### config.mk
export PLATFORM = sky130hd
export DESIGN_NAME = io_port_ctrl
export DESIGN_NICKNAME = d
export VERILOG_FILES = /design/src/rtl/io_port_ctrl_pkg.sv /design/src/rtl/io_port_ctrl_btn_debounce.sv /design/src/rtl/io_port_ctrl.sv
export SDC_FILE = /design/constraint.sdc
export NUM_CORES = 1
export LEC_CHECK = 0
export BUFFER_PORTS_ARGS = -buffer_cell sky130_fd_sc_hd__buf_4
export CAP_MARGIN = 20
export CORE_MARGIN = 1.5
export CORE_UTILIZATION = 30
export CTS_CLUSTER_DIAMETER = 120
export DETAILED_ROUTE_END_ITERATION = 8
export GPL_ROUTABILITY_DRIVEN = 0
export PLACE_DENSITY = 0.6
export SLEW_MARGIN = 10
export SYNTH_ARGS = -nofsm -noshare
export SYNTH_HDL_FRONTEND = slang
export SYNTH_HIERARCHICAL = 1
export SYNTH_SLANG_ARGS = --single-unit
### constraint.sdc
create_clock -name clk -period 2.3 [get_ports clk]
set_clock_uncertainty 0.2 [all_clocks]
set_input_delay 0.115 -clock clk [delete_from_list [all_inputs] [get_ports clk]]
set_output_delay 0.115 -clock clk [all_outputs]
set_load 0.01 [all_outputs]
### src/rtl/io_port_ctrl_pkg.sv
// io_port_pkg: shared definitions for the io_port_ctrl register block.
//   ADDR_W          width of the CPU register-select bus
//   IO_ADDR_*       register map addresses (SW .. EVTF, plus the reserved slot)
package io_port_pkg;

   localparam int ADDR_W = 3;

   localparam logic [ADDR_W-1:0] IO_ADDR_SW   = 3'd0;  // switch levels, ro
   localparam logic [ADDR_W-1:0] IO_ADDR_BTN  = 3'd1;  // debounced button levels, ro
   localparam logic [ADDR_W-1:0] IO_ADDR_EVT  = 3'd2;  // rising-edge events, rw1c
   localparam logic [ADDR_W-1:0] IO_ADDR_LEDR = 3'd3;  // red LED bank, rw
   localparam logic [ADDR_W-1:0] IO_ADDR_LEDG = 3'd4;  // green LED bank, rw
   localparam logic [ADDR_W-1:0] IO_ADDR_MASK = 3'd5;  // per-channel irq mask, rw
   localparam logic [ADDR_W-1:0] IO_ADDR_EVTF = 3'd6;  // falling-edge events, rw1c (optional)
   localparam logic [ADDR_W-1:0] IO_ADDR_RSVD = 3'd7;  // reads 0, writes ignored

endpackage

### src/rtl/io_port_ctrl_btn_debounce.sv
// btn_debounce: 2-flop synchroniser followed by a stability-counter debouncer
// for one raw button input, with single-cycle edge pulses on the debounced level.
//   clk    in   system clock
//   reset  in   asynchronous, active-low reset
//   din    in   raw asynchronous button level
//   dout   out  debounced level
//   rise   out  one-cycle pulse in the cycle after dout goes 0->1
//   fall   out  one-cycle pulse in the cycle after dout goes 1->0
// The synchronised level must disagree with dout for DEB_CYCLES consecutive
// edges before dout follows it; raw-to-dout latency is 2 + DEB_CYCLES edges.
module btn_debounce #(
   parameter int DEB_CYCLES = 16
) (
   input  logic clk,
   input  logic reset,
   input  logic din,
   output logic dout,
   output logic rise,
   output logic fall
);

   localparam int CNT_W = (DEB_CYCLES > 2) ? $clog2(DEB_CYCLES) : 1;
   localparam logic [CNT_W-1:0] CNT_LAST = CNT_W'(DEB_CYCLES - 1);

   logic             r_sync1;
   logic             r_sync2;
   logic             r_deb;
   logic             r_deb_d1;
   logic [CNT_W-1:0] r_cnt;

   always_ff @(posedge clk or negedge reset) begin
      if (!reset) begin
         r_sync1  <= 1'b0;
         r_sync2  <= 1'b0;
         r_deb    <= 1'b0;
         r_deb_d1 <= 1'b0;
         r_cnt    <= '0;
      end else begin
         r_sync1  <= din;
         r_sync2  <= r_sync1;
         r_deb_d1 <= r_deb;
         if (r_sync2 != r_deb) begin
            if (r_cnt == CNT_LAST) begin
               r_deb <= r_sync2;
               r_cnt <= '0;
            end else begin
               r_cnt <= r_cnt + CNT_W'(1);
            end
         end else begin
            // any return to agreement restarts the stability window
            r_cnt <= '0;
         end
      end
   end

   assign dout = r_deb;
   assign rise = r_deb & ~r_deb_d1;
   assign fall = ~r_deb & r_deb_d1;

endmodule

### src/rtl/io_port_ctrl.sv
// io_port_ctrl: memory-mapped I/O block between the CPU and board switches,
// buttons and LEDs. Buttons are synchronised and debounced, debounced rising
// edges latch into a rw1c event register gated by a mask onto irq.
//   clk       in   system clock
//   reset     in   asynchronous, active-low reset
//   addr      in   register select (see io_port_pkg)
//   we / re   in   write / read strobes, sampled on rising clk
//   wdata     in   write data
//   rdata     out  registered read data, held between reads
//   switches  in   raw switch levels (2-flop synchronised, no debounce)
//   buttons   in   raw active-high buttons
//   led_r     out  red LED register
//   led_g     out  green LED register
//   irq       out  registered |(events & mask)
// Build option: IO_PORT_CTRL_FALL_EDGE_EN adds a falling-edge event register
// at IO_ADDR_EVTF that also feeds irq; without it that address reads 0.
module io_port_ctrl
   import io_port_pkg::*;
#(
   parameter int DATA_W     = 16,
   parameter int N_BTN      = 4,
   parameter int N_SW       = 10,
   parameter int N_LEDR     = 10,
   parameter int N_LEDG     = 8,
   parameter int DEB_CYCLES = 16
) (
   input  logic              clk,
   input  logic              reset,
   input  logic [ADDR_W-1:0] addr,
   input  logic              we,
   input  logic              re,
   input  logic [DATA_W-1:0] wdata,
   output logic [DATA_W-1:0] rdata,
   input  logic [N_SW-1:0]   switches,
   input  logic [N_BTN-1:0]  buttons,
   output logic [N_LEDR-1:0] led_r,
   output logic [N_LEDG-1:0] led_g,
   output logic              irq
);

   logic [N_SW-1:0]   r_sw_s1;
   logic [N_SW-1:0]   r_sw_s2;
   logic [N_LEDR-1:0] r_led_r;
   logic [N_LEDG-1:0] r_led_g;
   logic [N_BTN-1:0]  r_mask;
   logic [N_BTN-1:0]  r_evt;
   logic [DATA_W-1:0] r_rdata;
   logic              r_irq;

   logic [N_BTN-1:0]  w_deb;
   logic [N_BTN-1:0]  w_rise;
   logic [N_BTN-1:0]  w_fall;
   logic [N_BTN-1:0]  w_evt_clr;
   logic [N_BTN-1:0]  w_evt_pend;
   logic [DATA_W-1:0] w_rd;
   logic              w_unused_wdata;

   // upper wdata bits beyond the widest register are intentionally dropped
   assign w_unused_wdata = ^wdata;

   for (genvar g = 0; g < N_BTN; g++) begin : g_btn
      btn_debounce #(
         .DEB_CYCLES (DEB_CYCLES)
      ) u_deb (
         .clk   (clk),
         .reset (reset),
         .din   (buttons[g]),
         .dout  (w_deb[g]),
         .rise  (w_rise[g]),
         .fall  (w_fall[g])
      );
   end

   assign w_evt_clr = (we && (addr == IO_ADDR_EVT)) ? wdata[N_BTN-1:0] : '0;

`ifdef IO_PORT_CTRL_FALL_EDGE_EN
   logic [N_BTN-1:0] r_evt_fall;
   logic [N_BTN-1:0] w_evtf_clr;

   assign w_evtf_clr = (we && (addr == IO_ADDR_EVTF)) ? wdata[N_BTN-1:0] : '0;

   // new edge ORed in after the clear so a colliding set wins
   always_ff @(posedge clk or negedge reset) begin
      if (!reset) r_evt_fall <= '0;
      else        r_evt_fall <= (r_evt_fall & ~w_evtf_clr) | w_fall;
   end

   assign w_evt_pend = r_evt | r_evt_fall;
`else
   logic w_unused_fall;
   assign w_unused_fall = ^w_fall;
   assign w_evt_pend    = r_evt;
`endif

   always_comb begin
      w_rd = '0;
      case (addr)
         IO_ADDR_SW:   w_rd[N_SW-1:0]   = r_sw_s2;
         IO_ADDR_BTN:  w_rd[N_BTN-1:0]  = w_deb;
         IO_ADDR_EVT:  w_rd[N_BTN-1:0]  = r_evt;
         IO_ADDR_LEDR: w_rd[N_LEDR-1:0] = r_led_r;
         IO_ADDR_LEDG: w_rd[N_LEDG-1:0] = r_led_g;
         IO_ADDR_MASK: w_rd[N_BTN-1:0]  = r_mask;
`ifdef IO_PORT_CTRL_FALL_EDGE_EN
         IO_ADDR_EVTF: w_rd[N_BTN-1:0]  = r_evt_fall;
`endif
         default:      w_rd = '0;
      endcase
   end

   always_ff @(posedge clk or negedge reset) begin
      if (!reset) begin
         r_sw_s1 <= '0;
         r_sw_s2 <= '0;
         r_led_r <= '0;
         r_led_g <= '0;
         r_mask  <= '0;
         r_evt   <= '0;
         r_rdata <= '0;
         r_irq   <= 1'b0;
      end else begin
         r_sw_s1 <= switches;
         r_sw_s2 <= r_sw_s1;
         r_evt   <= (r_evt & ~w_evt_clr) | w_rise;
         r_irq   <= |(w_evt_pend & r_mask);
         // mux sees pre-write contents, so a same-cycle read returns the old value
         if (re) r_rdata <= w_rd;
         if (we) begin
            case (addr)
               IO_ADDR_LEDR: r_led_r <= wdata[N_LEDR-1:0];
               IO_ADDR_LEDG: r_led_g <= wdata[N_LEDG-1:0];
               IO_ADDR_MASK: r_mask  <= wdata[N_BTN-1:0];
               default: ;
            endcase
         end
      end
   end

   assign rdata = r_rdata;
   assign led_r = r_led_r;
   assign led_g = r_led_g;
   assign irq   = r_irq;

endmodule

* After elaboration in Yosys (flattened, before gate mapping)
Cells that the tools add are included.
Operators by class: add/sub/neg operators 4, equality and inequality tests 13, mux-type cells 12, bitwise logic cells 12, reductions and logical operators 10
Operators by type and width (number):
- 4-bit two-way mux | 9
- 4-bit one-hot mux with 6 select lines | 1
- 4-bit by 1-bit adder with 4-bit output (second input constant) | 4
- 4-bit == test (second input constant) | 4
- 2-bit AND reduction | 7
- 4-bit one-hot mux with 3 select lines | 1
- 4-bit bitwise AND | 2
- 3-bit by 2-bit == test with 1-bit output (second input constant) | 2
- 3-bit == test (second input constant) | 2
- 1-bit bitwise AND | 4
- 1-bit != test | 4
- 1-bit inverter | 4
- 4-bit inverter | 1
- 4-bit OR | 1
- 2-bit one-hot mux with 2 select lines | 1
- 4-bit OR reduction | 1
- 3-bit by 1-bit == test with 1-bit output (second input constant) | 1
- 3-bit logical NOT | 1
- 1-bit logical AND | 1
Word-level totals: register bits after elaboration 89, input bits 37, output and inout port bits 35, logic and storage cells 79

* Logic depth before layout (Yosys ltp)
Gate-level depths: netlist of the first run.
word-level depth 6, gate-level depth with buffers 5, gate-level depth less buffers 4

* Modules after synthesis
The synthesis of the first run kept the hierarchy.
By module, submodules not included:
- io_port_ctrl | instances 1, cells an instance 170, area each 2356.0 um^2, seq. area each 1426.4 um^2
- btn_debounce | instances 4, cells an instance 21, area each 305.3 um^2, seq. area each 200.2 um^2

* Worst setup path after synthesis of the first run
Ideal clock, no wire load.
path kind register to register, start point register g_btn[0].u_deb.r_cnt[0], end point register g_btn[0].u_deb.r_deb, setup time 125 ps, arrival 1021 ps, data required time 1975 ps, slack 954 ps, stages on the path, launching flop included 4, path buffers 0, period minus slack after synthesis 1346 ps, cell sequence dfrtp_1 ha_1 nand3_1 mux2_4
Between the ends: word-level cells in the longest chain between the ends 2
RTL lines:
- start, declared | line io_port_ctrl_btn_debounce.sv:29 | logic [CNT_W-1:0] r_cnt;
- start signal, assigned | line io_port_ctrl_btn_debounce.sv:47 | r_cnt <= r_cnt + CNT_W'(1);
- 4-bit == test | line io_port_ctrl_btn_debounce.sv:43 | if (r_cnt == CNT_LAST) begin
- 2-bit AND reduction (no source line)
- end signal, assigned | line io_port_ctrl_btn_debounce.sv:44 | r_deb <= r_sync2;
- end, declared | line io_port_ctrl_btn_debounce.sv:27 | logic r_deb;
No other way between the ends. A chain may end at the register's enable or synchronous reset.

* Worst setup path after layout of the first run
start point register r_mask[0], end point register r_rdata[0] (netlist: rdata[0])
Between the ends: word-level cells in the longest chain between the ends 1
RTL lines:
- start, declared | line io_port_ctrl.sv:45 | logic [N_BTN-1:0] r_mask;
- start signal, assigned | line io_port_ctrl.sv:132 | IO_ADDR_MASK: r_mask <= wdata[N_BTN-1:0];
- 4-bit one-hot mux with 6 select lines | line io_port_ctrl.sv:97 | case (addr)
- end signal, assigned | line io_port_ctrl.sv:127 | if (re) r_rdata <= w_rd;
- end, declared | line io_port_ctrl.sv:47 | logic [DATA_W-1:0] r_rdata;
No other way between the ends.

==> results.cfg, run 1 <==
[sta]
worst_slew_pin_slew_ns = 0.526
max_slew_margin_pct = 64.9
timing.fmax_mhz = 696
hold_violations = 0
finalCritPeriodShare_pct = 62.4
setup_viol = 0
rsz0062_at_grt = no
layout_min_cycle_time_ns = 1.44
holdWs_ns = 0.0317
tns_ns = 0
maxSlewViolCount = 0

[die]
die_w_um = 112
fp.dieH_um = 112
core_area_mm2 = 0.0115
ioPinCount = 72
die-area_mm2 = 0.0125
initial_utilization_pct = 30.9
placementRows = 39

[flow_run]
drv_cap = 0

[clocking]
h-tree-depth = 3
clockBufferDepth = 2
numCtsBuffers = 9
ctsResizeCount = 0
cts_tree = yes
cts_sinks = 89
clk_latency_ns = 0.34
postCtsSetupRepairBufs = 0
clk_pin_slew_ns = 0.06
cts_root_buf = clkbuf_16

[drt]
drt-total-wl_um = 7180
final_antenna_net_count = 0
drt-initial-drc-count = 139
drt-pass1-iter-count = 4
drt-wirelength-per-cell_um = 14.7
drcViolationCount = 0
vias = 2267
avgViaCountPerCell = 4.66

[grt]
grt_pass1_wl_um = 12200
grt_use_total_pct = 12.7
grt_pass1_vias = 2341
grt_max_degree = 57
antenna_found_initial = 0
gr-total-overflow = 0

[logic_synthesis]
synth_cells = 250
ys_warn_count = 6
netlist_area_mm2 = 0.00355
synth.avg_cell_area_um2 = 14.2

[cells_and_area]
finalNonFillerCells = 487
nets = 380
syn2layout_area_growth_pct = 32.0
drive_gt1_share_pct = 29.4
antenna_cells = 0

[place]
placed_cells = 445
hpwl_um = 4840
port_buffers = 59

[worst_setup_path]
slowest_delay_ns = 0.39
cp_slowest_cell = dfrtp_1
path_cells = mux2_1, a211oi_1, o22ai_1
critPathKind = register to register
critPathMaxFanout = 3
worst_ep_arrival_time_ns = 1.44
worstSetupEndpointType = register
crit_family = compound AO/OA/AOI/OAI gates
crit_buf_inv = 0
start_kind = register
worstPathRequired_ns = 2.31

[power]
p_total_mw = 3.86
leakagePower_nw = 2.24
vdd_drop_max_uv = 625
power_density_mw_per_mm2 = 825

[status]
outcome = finished clean

[hold_path]
hold_class = input port to register
-- per-stage QoR --
| stage | setup slack, ns | cell area [um^2] | util (%) |
|---|---|---|---|
| floorplan | 0.954 | 3570 | - |
| global route | 0.804 | 4680 | 40.8 |
| global placement | 0.665 | 4120 | 35.9 |
| detailed placement | 0.640 | 4120 | 35.9 |
| CTS | 0.866 | 4680 | 40.8 |
| finish | 0.864 | 4680 | 40.8 |
-- sequential cells by signal, summed over array words and instances, names as in the netlist, 8 cells and up --
signal             flops
g_btn.u_deb/r_cnt     16
led_r                 10
r_sw_s1               10
r_sw_s2               10
rdata                 10
led_g                  8
-- power by group --
group	internal, mW	switching, mW	total (mW)
clock network	0.901	0.584	1.48
logic	0.319	0.232	0.552
registers	1.71	0.112	1.83
total	2.93	0.928	3.86
-- placed cells by master (no fill, tap or decap), drive strengths merged, types with 2 or more instances in the layout --
master and n:
and2 2, a32oi 2, o22ai 3, and3 3
mux2i 5, nand3 5, ha 4, a31oi 4
nor2b 5, inv 3, nor3b 7, o22a 2
and2b 5, a311oi 4, a21o 8, dlygate4sd3 26
buf 61, conb 6, mux2 31, xnor2 8
nand2b 3, o21ai 4, dfrtp 89, nand2 8
clkbuf 12, clkinv 2, nor2 11, a21oi 6
a22oi 9
-- layout make-up --
cell class | instances | area, um^2
clock buffer | 12 | 256
clock inverter | 4 | 51.3
fill | 1076 | 6780
inverter | 3 | 11.3
multi-input combinational | 149 | 1230
sequential | 89 | 2230
tap | 143 | 179
timing repair buffer | 87 | 731
-- worst paths after layout --
kind                       slack (ns)        from  depth (start not counted)                      end
hold reg to reg                  0.15  r_sw_s1[0]                          0               r_sw_s2[0]
hold / removal                   0.03          we                          3                r_mask[1]
max in group asynchronous        1.19       reset                          3  g_btn[1].u_deb/r_cnt[3]
setup / recovery                 0.86   r_mask[0]                          3                 rdata[0]
setup reg to reg                 0.86   r_mask[0]                          3                 rdata[0]
min in group asynchronous        0.07       reset                          2                 led_g[5]
-- what timing repair did --
| item | 4_1_cts | 5_1_grt |
|---|---|---|
| hold endpoints to repair | 139 | 0 |
| hold buffers | 26 | 0 |
| setup endpoints to repair | 0 | 0 |
-- worst reg2reg max path: stages, from the launching register on --
cell and delay [ns]:
dfrtp_1 0.39, mux2_1 0.30, a211oi_1 0.30, o22ai_1 0.11
-- layer usage --
layer | vias to the layer above | track usage, % | share of wire, %
met5 | - | 0 | 0
met3 | 10 | 4.03 | 4.9
met1 | 1141 | 15.9 | 45
met2 | 53 | 20.6 | 49
met4 | 0 | 4.56 | 1.4
li1 | 1063 | - | -
Note: power is estimated with default switching activity, not from simulation.
==> inputs of run 2 (changes only) <==
==> constraint.sdc (replaced) <==
create_clock -name clk -period 1.51 [get_ports clk]
set_clock_uncertainty 0.2 [all_clocks]
set_input_delay 0.0755 -clock clk [delete_from_list [all_inputs] [get_ports clk]]
set_output_delay 0.0755 -clock clk [all_outputs]
set_load 0.01 [all_outputs]
==> results.cfg, run 2 (synthesized netlist as in run 1, its figures left out) <==
[sta]
rsz0062_at_grt = no
setup_ws_ns = 0.0588
finalCritPeriodShare_pct = 96.1
layout_min_cycle_time_ns = 1.45
hold_violations = 0
tns_ns = 0
maxSlewViolCount = 0
setup_viol = 0
timing.fmax_mhz = 689

[worst_setup_path]
crit_family = buffers and inverters
critPathMaxFanout = 6
ff2ff_path_depth = 3
worstSetupEndpointType = register
worstPathRequired_ns = 1.53
rrSetupSlack_ns = 0.08
critPathKind = input port to register
worst_ep_arrival_time_ns = 1.47
slowest_delay_ns = 0.53
path_cells = dlygate4sd3_1, buf_4, and3_1, buf_4, mux2_1
start_kind = input port
cp_common_cell = buf_4
cp_slowest_cell = dlygate4sd3_1
reg2reg_from = r_mask[0]
crit_buf_inv = 3
timing.rr.end = rdata[0]

[drt]
drt-total-wl_um = 7460
drt-wirelength-per-cell_um = 15.0
vias = 2284
drt-pass1-iter-count = 4
drt-initial-drc-count = 126
final_antenna_net_count = 0
drcViolationCount = 0
avgViaCountPerCell = 4.59

[place]
post-place-ws_ns = 0.0206
placed_cells = 453
hpwl_um = 5080
dpl_cell_area_mm2 = 0.00420
port_buffers = 59

[clocking]
clk_pin_slew_ns = 0.06
clockBufferDepth = 2
cts_sinks = 89
cts_root_buf = clkbuf_16
cts_tree = yes
numCtsBuffers = 9
clk_latency_ns = 0.34
h-tree-depth = 3

[cells_and_area]
layout_common_cells = dfrtp_1 (89), buf_4 (66), dlygate4sd3_1 (29), mux2_4 (14), mux2_1 (13)
finalNonFillerCells = 498
syn2layout_area_growth_pct = 36.5
final_area_mm2 = 0.00484
utilization_pct = 42.2
regMostFlops = g_btn.u_deb/r_cnt
largest_register_ff_count = 16
antenna_cells = 0
nets = 391
final_common_cell = dfrtp_1
drive_gt1_share_pct = 31.0

[die]
placementRows = 39
ioPinCount = 72
core_area_mm2 = 0.0115
die-area_mm2 = 0.0125
initial_utilization_pct = 30.9
die_w_um = 112
fp.dieH_um = 112

[hold_path]
hold_class = input port to register
min-delay-start = addr[0]
holdPathEnd = rdata[9]
hold_depth = 4

[status]
outcome = finished clean

[power]
leakagePower_nw = 2.32
vdd_drop_max_uv = 695
power_density_mw_per_mm2 = 1280

[grt]
gr-total-overflow = 0
grt_max_degree = 42
grt_pass1_vias = 2373
antenna_found_initial = 0
grt_use_total_pct = 13.0
grt_pass1_wl_um = 12500

[flow_run]
drv_cap = 0
[run 2: worst max-delay path by stage]
| stage | startpoint | to | slack (ns) | depth (start not counted) |
|---|---|---|---|---|
| floorplan | g_btn[0].u_deb/r_cnt[0] | g_btn[0].u_deb/dout | 0.16 | 3 |
| global placement | addr[0] | led_g[6] | 0.06 | 5 |
| detailed placement | addr[0] | led_g[0] | 0.02 | 5 |
| CTS | g_btn[2].u_deb/r_cnt[0] | g_btn[2].u_deb/r_cnt[3] | 0.06 | 3 |
| global route | we | led_g[0] | 0.02 | 5 |
| finish | we | led_g[0] | 0.06 | 5 |
[run 2: routing by layer]
metal	share of wire, %	GRT usage, %	up-vias
met3	4.3	4.08	11
li1	-	-	1087
met2	49	21.1	46
met5	0	0	-
met1	45	16.3	1140
met4	1.3	4.81	0
[run 2: metrics by stage]
| step | power (mW) | hold slack (ns) |
|---|---|---|
| 6_report | 6.21 | 0.0595 |
| 5_1_grt | 6.49 | 0.0652 |
| 4_1_cts | 6.30 | 0.0418 |
| 3_5_place_dp | 3.65 | -0.224 |
| 3_3_place_gp | 3.63 | -0.227 |
| 2_1_floorplan | 3.20 | -0.420 |
[run 2: tightest hold or removal path: cells and delay by family]
family                 cells  cell delay (ns)
AND/OR/NAND/NOR            1             0.17
buffers and inverters      1             0.11
AO/OA/AOI/OAI              2             0.19
[run 2: area by class of cell]
class,count,area [um^2]
multi-input cells,149,1230
fillers,1066,6630
repair buffers,98,846
flip-flops and latches,89,2230
inverters,3,11.3
clock inverters,5,103
clock buffers,11,243
well taps,143,179
[run 2: what timing repair did]
action | CTS | global route
resized for setup | 0 | 1
buffers inserted | 0 | 0
setup endpoints to repair | 0 | 1
hold endpoints to repair | 139 | 0
hold buffers | 29 | 0
[run 2: power breakdown]
| part | internal (mW) | switching [mW] |
|---|---|---|
| Combinational | 0.510 | 0.363 |
| Clock | 1.66 | 0.890 |
| Sequential | 2.61 | 0.173 |
| Total | 4.78 | 1.43 |
